--- config.mk ---
export PLATFORM = sky130hd
export DESIGN_NAME = stream_reduce_unit
export DESIGN_NICKNAME = d
export VERILOG_FILES = /design/src/rtl/red_pkg.sv /design/src/rtl/red_word.sv /design/src/rtl/stream_reduce_unit.sv
export SDC_FILE = /design/constraint.sdc
export NUM_CORES = 1
export LEC_CHECK = 0
export BUFFER_PORTS_ARGS = -buffer_cell sky130_fd_sc_hd__buf_4
export CORE_MARGIN = 2
export CORE_UTILIZATION = 35
export DETAILED_ROUTE_END_ITERATION = 8
export PLACE_DENSITY = 0.62
export SLEW_MARGIN = 15
export SYNTH_ARGS = -nofsm -noshare
export SYNTH_HDL_FRONTEND = slang
export SYNTH_SLANG_ARGS = --single-unit
--- constraint.sdc ---
create_clock -name clk -period 6.1 [get_ports clk]
set_input_delay 0.61 -clock clk [delete_from_list [all_inputs] [get_ports clk]]
set_output_delay 0.61 -clock clk [all_outputs]
set_load 0.005 [all_outputs]
--- src/rtl/red_pkg.sv ---
// Shared types and the bitwise combine operator for the stream reduction unit.
package red_pkg;

    typedef enum logic [1:0] {
        RED_AND  = 2'b00,
        RED_OR   = 2'b01,
        RED_XOR  = 2'b10,
        RED_NAND = 2'b11
    } mode_t;

    typedef enum logic [1:0] {
        S_IDLE,
        S_ACCUM,
        S_HOLD
    } state_t;

    // NAND combines as AND; the inversion is applied once at the output.
    function automatic logic red_op(mode_t m, logic a, logic b);
        case (m)
            RED_OR:  return a | b;
            RED_XOR: return a ^ b;
            default: return a & b;
        endcase
    endfunction

endpackage

--- src/rtl/red_word.sv ---
// Combinational full-word and per-slice reduction of a single input word.
module red_word
    import red_pkg::*;
#(
    parameter int WIDTH  = 8,
    parameter int SLICES = 2
) (
    input  mode_t             mode,
    input  logic [WIDTH-1:0]  word,
    output logic              full,
    output logic [SLICES-1:0] slice
);

    localparam int SW = WIDTH / SLICES;

    always_comb begin
        full  = word[0];
        slice = '0;
        for (int unsigned i = 1; i < WIDTH; i++) begin
            full = red_op(mode, full, word[i]);
        end
        for (int unsigned s = 0; s < SLICES; s++) begin
            slice[s] = word[s*SW];
            for (int unsigned b = 1; b < SW; b++) begin
                slice[s] = red_op(mode, slice[s], word[s*SW+b]);
            end
        end
    end

endmodule

--- src/rtl/stream_reduce_unit.sv ---
// Framed valid/ready stream reducer: one registered full-word and per-slice result per frame.
module stream_reduce_unit
    import red_pkg::*;
#(
    parameter int WIDTH  = 8,
    parameter int SLICES = 2,
    parameter int CNT_W  = 8
) (
    input  logic              clk,
    input  logic              rst_n,
    input  logic              in_valid,
    output logic              in_ready,
    input  logic [WIDTH-1:0]  in_data,
    input  logic              in_last,
    input  logic [1:0]        mode,
    output logic              out_valid,
    input  logic              out_ready,
    output logic              out_full,
    output logic [SLICES-1:0] out_slice,
    output logic [CNT_W-1:0]  out_count,
    output logic              out_ovf
);

    state_t            state;
    mode_t             mode_q;
    mode_t             cur_mode;
    logic              acc_full;
    logic [SLICES-1:0] acc_slice;
    logic [CNT_W-1:0]  count;
    logic              ovf;

    logic              w_full;
    logic [SLICES-1:0] w_slice;
    logic              first;
    logic              accept;
    logic              is_nand;
    logic              acc_full_nx;
    logic [SLICES-1:0] acc_slice_nx;
    logic [CNT_W-1:0]  count_nx;
    logic              ovf_nx;

    // Mode is taken live on the first beat and from the latch for the rest of the frame.
    assign first    = (state == S_IDLE);
    assign cur_mode = first ? mode_t'(mode) : mode_q;
    assign accept   = in_valid & in_ready;
    assign is_nand  = (cur_mode == RED_NAND);

    red_word #(
        .WIDTH (WIDTH),
        .SLICES(SLICES)
    ) u_red_word (
        .mode (cur_mode),
        .word (in_data),
        .full (w_full),
        .slice(w_slice)
    );

    always_comb begin
        acc_full_nx  = first ? w_full : red_op(mode_q, acc_full, w_full);
        acc_slice_nx = '0;
        for (int unsigned s = 0; s < SLICES; s++) begin
            acc_slice_nx[s] = first ? w_slice[s] : red_op(mode_q, acc_slice[s], w_slice[s]);
        end
        if (first) begin
            count_nx = CNT_W'(1);
            ovf_nx   = 1'b0;
        end else if (count == '1) begin
            count_nx = count;
            ovf_nx   = 1'b1;
        end else begin
            count_nx = count + 1'b1;
            ovf_nx   = ovf;
        end
    end

    always_ff @(posedge clk or negedge rst_n) begin
        if (!rst_n) begin
            state     <= S_IDLE;
            mode_q    <= RED_AND;
            acc_full  <= 1'b0;
            acc_slice <= '0;
            count     <= '0;
            ovf       <= 1'b0;
            in_ready  <= 1'b0;
            out_valid <= 1'b0;
            out_full  <= 1'b0;
            out_slice <= '0;
            out_count <= '0;
            out_ovf   <= 1'b0;
        end else begin
            case (state)
                S_IDLE, S_ACCUM: begin
                    in_ready <= 1'b1;
                    if (accept) begin
                        mode_q    <= cur_mode;
                        acc_full  <= acc_full_nx;
                        acc_slice <= acc_slice_nx;
                        count     <= count_nx;
                        ovf       <= ovf_nx;
                        if (in_last) begin
                            state     <= S_HOLD;
                            in_ready  <= 1'b0;
                            out_valid <= 1'b1;
                            out_full  <= acc_full_nx ^ is_nand;
                            out_slice <= acc_slice_nx ^ {SLICES{is_nand}};
                            out_count <= count_nx;
                            out_ovf   <= ovf_nx;
                        end else begin
                            state <= S_ACCUM;
                        end
                    end
                end
                S_HOLD: begin
                    if (out_ready) begin
                        state     <= S_IDLE;
                        out_valid <= 1'b0;
                        in_ready  <= 1'b1;
                    end
                end
                default: state <= S_IDLE;
            endcase
        end
    end

endmodule

**Yosys cells after proc, flatten, opt, wreduce, memory -nomap -nowiden**

Cells that the tools add are included.

- Bits in registers: 30
- Bits in latches: 0
- Bits in writable memories: 0
- Memory bits (read-only): 0
- Input bits: 15
- Output and inout port bits: 14
- Memories: 0

- Add/sub/neg operators: 1
- Multiply operators: 0
- Divide/modulo/power cells: 0
- Magnitude comparators: 0
- Equal/unequal tests: 11
- Shift-type cells: 0
- Muxes and demuxes: 33
- Bitwise gates (word level): 42
- Reduce and logical (&&, ||, !) cells: 8

Operators by type and width:

| cell | count |
|---|---|
| 1-bit one-hot mux with 2 select lines | 15 |
| 8-bit two-way mux | 2 |
| 1-bit bitwise AND | 14 |
| 1-bit XOR | 14 |
| 1-bit bitwise OR | 13 |
| 1-bit two-way mux | 11 |
| 8-bit by 1-bit adder with 8-bit output (second input constant) | 1 |
| 2-bit equality test (second input constant) | 4 |
| 8-bit equality test (second input constant) | 1 |
| 2-bit two-way mux | 4 |
| 2-bit by 1-bit equality test with 1-bit output (second input constant) | 3 |
| 2-bit != test (second input constant) | 3 |
| 2-bit AND reduction | 3 |
| 2-bit one-hot mux with 2 select lines | 1 |
| 4-bit AND reduction | 1 |
| 3-bit AND reduction | 1 |
| 2-bit logical NOT | 1 |
| 2-bit nonzero test | 1 |
| 2-bit OR reduction | 1 |
| 2-bit XOR | 1 |

**Logic depth before layout (Yosys ltp)**

- Depth after elaboration: 20
- Mapped depth: 44

**Hierarchy**

A second synthesis with hierarchy kept.

- Cell total of the unflattened synthesis: 265
- Area total of the unflattened synthesis: 2366.0 µm²

Modules (own cells, without submodules):

| module | times used | cells an instance | area an instance (µm²) | sequential area each (µm²) |
|---|---|---|---|---|
| stream_reduce_unit | 1 | 181 | 1739.2 | 750.7 |
| red_word | 1 | 84 | 626.9 | 0.0 |

**Least setup slack after synthesis**

OpenSTA, ideal clock, no wires.

- Kind: flip-flop to flip-flop
- Start point: register state[1]
- End point: register out_full
- Library setup time: 69 ps
- Arrival: 6721 ps
- Data required time: 6031 ps
- Slack: -690 ps
- Cell stages (with the launch flop): 41
- Buffers on the path: 4
- Clock period less this slack: 6790 ps
- Cells stage by stage: dfrtp_1 -> buf_6 -> or2_1 -> buf_2 -> mux2i_1 -> inv_1 -> ha_1 -> clkbuf_1 -> clkbuf_1 -> nand2_1 -> o21ai_0 -> inv_1 -> ha_1 -> a22oi_1 -> o21ai_0 -> inv_1 -> ha_1 -> nand2_1 -> [5 not listed] -> inv_1 -> ha_1 -> a22oi_1 -> o21ai_0 -> inv_1 -> ha_1 -> a22oi_1 -> o21ai_0 -> inv_1 -> ha_1 -> nand2_1 -> a31oi_1 -> inv_1 -> ha_1 -> nand2_1 -> a311oi_1 -> or4_1 -> nand3_1

- Longest elaborated chain between the ends: 20

RTL lines:

| item | line | RTL |
|---|---|---|
| from (decl) | stream_reduce_unit.sv:24 | `state_t state;` |
| from (signal assigned) | stream_reduce_unit.sv:78 | `state <= S_IDLE;` |
| from (signal assigned) | stream_reduce_unit.sv:101 | `state <= S_HOLD;` |
| from (signal assigned) | stream_reduce_unit.sv:109 | `state <= S_ACCUM;` |
| 2-bit logical NOT * | stream_reduce_unit.sv:43 | `assign first = (state == S_IDLE);` |
| 2-bit two-way mux * | stream_reduce_unit.sv:44 | `assign cur_mode = first ? mode_t'(mode) : mode_q;` |
| net cur_mode[1] | stream_reduce_unit.sv:26 | `mode_t cur_mode;` |
| 2-bit equality test or 2-bit by 1-bit equality test with 1-bit output (tied branches) | red_pkg.sv:19 | `case (m)` |
| 1-bit one-hot mux with 2 select lines | red_pkg.sv:19 |  |
| 1-bit bitwise AND, or another cell as far along | red_pkg.sv:22 | `default: return a & b;` |
| 1-bit one-hot mux with 2 select lines | red_pkg.sv:19 |  |
| 1-bit bitwise AND, or another cell as far along | red_pkg.sv:22 |  |
| [5 not listed] | - |  |
| 1-bit bitwise AND, or another cell as far along | red_pkg.sv:22 |  |
| 1-bit one-hot mux with 2 select lines | red_pkg.sv:19 |  |
| 1-bit bitwise AND, or another cell as far along | red_pkg.sv:22 |  |
| 1-bit one-hot mux with 2 select lines | red_pkg.sv:19 |  |
| 1-bit bitwise AND, or another cell as far along | red_pkg.sv:22 |  |
| 1-bit one-hot mux with 2 select lines | red_pkg.sv:19 |  |
| 1-bit two-way mux | stream_reduce_unit.sv:59 | `acc_full_nx = first ? w_full : red_op(mode_q, acc_full, w_full);` |
| 1-bit XOR * | stream_reduce_unit.sv:104 | `out_full <= acc_full_nx ^ is_nand;` |
| to (signal assigned) | stream_reduce_unit.sv:104 |  |
| to (decl) | stream_reduce_unit.sv:18 | `output logic out_full,` |

The timed path passes the listed nets; every way through them passes the cells marked *.
A chain may end at the register's enable or synchronous reset.

**Worst setup path after layout**

- Start point: register state[0]
- End point: register out_full

The elaborated chain is that of the path after synthesis.

==> impl_summary.md <==
Route
In this run the remaining antenna-violating nets after routing total 0. The via count normalized by instance count is 5.10. Across all layers, the routed design uses 2138 vias. In the final routing, the length of wire on met1 measures 2500 µm.

Summed over all nets, wire length on met2 after detailed routing comes to 3010 µm. The average wire per cell in the routed design is 13.9 µm. The length of the first detailed-routing pass in iterations is 4. In the routed design, unresolved DRC markers number 0.

The post-detailed-routing wire length is 5820 µm. The initial detailed-routing violation count is 82. Wire segments on met3 add up to 221 µm in the final route. In this run the top signal layer used is met4.

Die
In this run the vertical extent of the chip is 84.5 µm. After floorplanning, the core was divided into 29 placement rows. The die covers 7140 µm². The top-level I/O count is 29. The x dimension of the die is 84.5 µm. The initial cell density of the core is 35.9%. The core region is 6310 µm².

Placement
At the end of routability-driven placement, the weighted congestion stood at 0.820. The HPWL after detailed placement is 3580 µm. Counting tap cells, the placed design contains a total of 377 instances. The count of buffers from port buffering is 28.

STA
The share of the cycle needed by the critical path after routing is 98.7%. The total count of max-transition violations in the final report is 0. The setup-violating endpoint count in the final report is 0. The relative slew slack is 51.5%.

The highest clock frequency the design can meet is 0.166 GHz. The final total negative setup slack is 0 ns. The minimum clock period is 6.02 ns. Setup repair after global routing could not meet its margin everywhere. Clock skew on the completed layout was measured at 0.00396 ns.

At the pin with the least slew margin, the transition time is 0.727 ns. The final hold violation count was 0.

Synthesis
Averaged over all synthesized cells, the footprint is 8.52 µm². After synthesis, the share of flip-flops with an asynchronous set or reset is 100%. Counting flops and latches in the post-synthesis netlist gives 30. The number of enable flip-flop cells after synthesis is 0. Sorting the synthesized cells by area gives the leading types as sky130_fd_sc_hd__dfrtp_1, sky130_fd_sc_hd__ha_1, sky130_fd_sc_hd__o21ai_0.

The most used flip-flop cell after synthesis is sky130_fd_sc_hd__dfrtp_1. Synthesis produced a netlist with a net count of 313. The distinct cell type count after synthesis is 37.

The combined area of all synthesized cells is 2270 µm². The share of the Yosys chip area taken by registers is 33.1%. The library cell occupying the most area in the post-synthesis netlist is sky130_fd_sc_hd__dfrtp_1. The number of warnings issued by yosys is 0.

The post-synthesis cell count is 266. After synthesis, the most frequently instantiated cells are sky130_fd_sc_hd__inv_1, sky130_fd_sc_hd__ha_1, sky130_fd_sc_hd__nand2_1. In this run the biggest area consumer among cell types represents 33.1% of the synthesized area. The most common cell in the netlist is sky130_fd_sc_hd__inv_1.

Setup path
The source of the worst register-to-register timing path is state[0]. The critical path is of the register to register type. The data arrival time of the critical path is 6.25 ns. The critical path startpoint is state[0]. The cell repeated most along the worst path is sky130_fd_sc_hd__buf_4. Along the worst path, the maximum fanout reaches 3.

The nature of the critical path endpoint is a register. The slowest stage of the critical path is the sky130_fd_sc_hd__or4_1 cell. The worst setup path is launched from a register. The path depth of the worst reg2reg path is 39.

The worst flop-to-flop path endpoint is out_full. For this run, the slowest stage of the critical path takes 0.48 ns. The critical path required time is 6.32 ns. The critical path ends at out_full.

The register-to-register setup slack is 0.08 ns.

CTS
Buffers inserted to repair hold after CTS numbered 0. TritonCTS built the clock tree. The level count of the clock H-tree is 2. CTS placed an instance of sky130_fd_sc_hd__clkbuf_8 at the clock tree root. The insertion delay of the later-clocked pin in the worst-skew pair is 0.28 ns. The clock passes through at most 2 buffers. The clock slew seen by the registers of the worst setup and hold paths is 0.07 ns. For this design, the sink count on the clock tree is 30.

The total CTS buffers is 5.

Power
IR analysis of the VDD net gives a maximum drop of 0.260 mV. The total power density per cell area is 485 nW/µm². The static leakage is 1.60 nW.

Final layout
The fraction of layout instances using a drive strength above 1 is 39.8%. The antenna diode count is 0. The final-stage net count is 388. The end-of-flow core utilization is 52.9%. The number of filler instances in the final layout is 570.

The number of standard cells in the final layout excluding fillers is 419. Relative to the synthesized area, the layout overhead comes to 47.2%.

Hold path
The type of the worst min-delay path is primary input to asynchronous set/reset pin.

Global routing
Entering global routing, the biggest net connects 31 pins. For this run the aggregate overflow at the end of global routing stands at 0. The via count of the first global-routing pass is 2042. The overall global routing resource usage is 15.8%.

The number of antenna violations at the first check in global routing was 0. The first global-routing pass estimated 9200 µm of wire.

Outcome
The flow ran to the end, and the final reports show no timing, DRC or antenna violations.

Run
The max-capacitance violation count is 0.
[routing by layer]
layer / global-route usage (%) / vias up
met4: 6.78 / 0
met2: 27.0 / 43
met5: 0 / -
li1: - / 1056
met1: 19.3 / 1033
met3: 3.34 / 6
[state kept, by name, summed over array words and instances, names as in the netlist]
signal,flops
count,8
out_count,8
acc_slice,2
mode_q,2
out_slice,2
state,2
acc_full,1
in_ready,1
out_full,1
out_ovf,1
out_valid,1
ovf,1
[cell type report]
class                      count  area [µm²]  area share, %
timing repair buffer          80         623           18.7
tap                           77        96.3           2.89
multi-input combinational    185        1610           48.2
inverter                      39         149           4.46
clock buffer                   8         110           3.30
sequential                    30         751           22.5
[logic make-up after synthesis]
logic type	after synthesis	synth area share, %
DFF	30	33.1
adders and majority gates	32	17.7
xor gates and xnor gates	2	0.773
buffers and inverters	51	9.27
AOI/OAI and AO/OA	73	19.8
muxes	5	2.21
and+or+nand+nor	73	17.2
[worst min path at each step]
stage | slack (ns) | depth (start not counted) | endpoint | startpoint
5_1_grt | 0.27 | 1 | out_valid | rst_n
6_report | 0.24 | 1 | out_slice[1] | rst_n
3_5_place_dp | 0.47 | 2 | out_count[6] | out_count[6]
3_3_place_gp | 0.46 | 2 | out_ovf | out_ovf
4_1_cts | 0.26 | 1 | out_valid | rst_n
2_1_floorplan | 0.31 | 0 | acc_full | rst_n
[timing repair]
action	CTS	global route
resized for setup	17	43
pin swaps	24	34
endpoints found under the hold margin	0	0
buffers inserted	34	6
cloned	0	0
setup endpoints to repair	2	4
[report_power, final]
group / leakage [nW] / switching (mW) / total, mW / internal (mW)
combinational: 1.15 / 0.510 / 1.14 / 0.631
clock: 0.0575 / 0.0765 / 0.190 / 0.114
sequential: 0.387 / 0.0399 / 0.286 / 0.246
[critical path: cells and delay by family, from the launching register on]
kind	cells	cell delay, ns
flip-flops	1	0.39
AO/OA/AOI/OAI	12	1.32
multiplexers	1	0.16
AND/OR/NAND/NOR	7	1.40
buffers and inverters	11	1.24
adder cells (fa/ha/maj)	8	1.46
[stage by stage]
stage          cell area (µm²)  hold WS (ns)  total power, mW  setup slack [ns]
4_1_cts                   3130         0.257             1.41          -0.00314
2_1_floorplan             2320         0.314            0.684            -0.218
3_5_place_dp              2670         0.467            0.892            -0.171
6_report                  3340         0.245             1.62            0.0767
3_3_place_gp              2670         0.464            0.872          -0.00777
5_1_grt                   3340         0.270             1.75            -0.314
[cells in the final DEF, fill, tap and decap left out, types with 3 or more instances in the layout]
cell type,instances
sky130_fd_sc_hd__nand2_1,27
sky130_fd_sc_hd__a22oi_2,4
sky130_fd_sc_hd__inv_1,32
sky130_fd_sc_hd__o21ai_1,5
sky130_fd_sc_hd__ha_1,22
sky130_fd_sc_hd__buf_4,74
sky130_fd_sc_hd__a22oi_1,3
sky130_fd_sc_hd__nand2_4,3
sky130_fd_sc_hd__o21ai_2,4
sky130_fd_sc_hd__nor2b_1,3
sky130_fd_sc_hd__dfrtp_1,30
sky130_fd_sc_hd__nand3_1,5
sky130_fd_sc_hd__o21ai_0,21
sky130_fd_sc_hd__o31ai_1,4
sky130_fd_sc_hd__clkbuf_8,8
sky130_fd_sc_hd__nor2_1,6
sky130_fd_sc_hd__a31oi_1,6
sky130_fd_sc_hd__buf_6,6
sky130_fd_sc_hd__or4_1,3
sky130_fd_sc_hd__nand2b_1,5
sky130_fd_sc_hd__inv_2,6
sky130_fd_sc_hd__mux2i_1,4
sky130_fd_sc_hd__a21oi_1,11
sky130_fd_sc_hd__a311oi_1,3
sky130_fd_sc_hd__nand2b_4,4
sky130_fd_sc_hd__ha_4,10
Power figures use the tool's default switching activity.
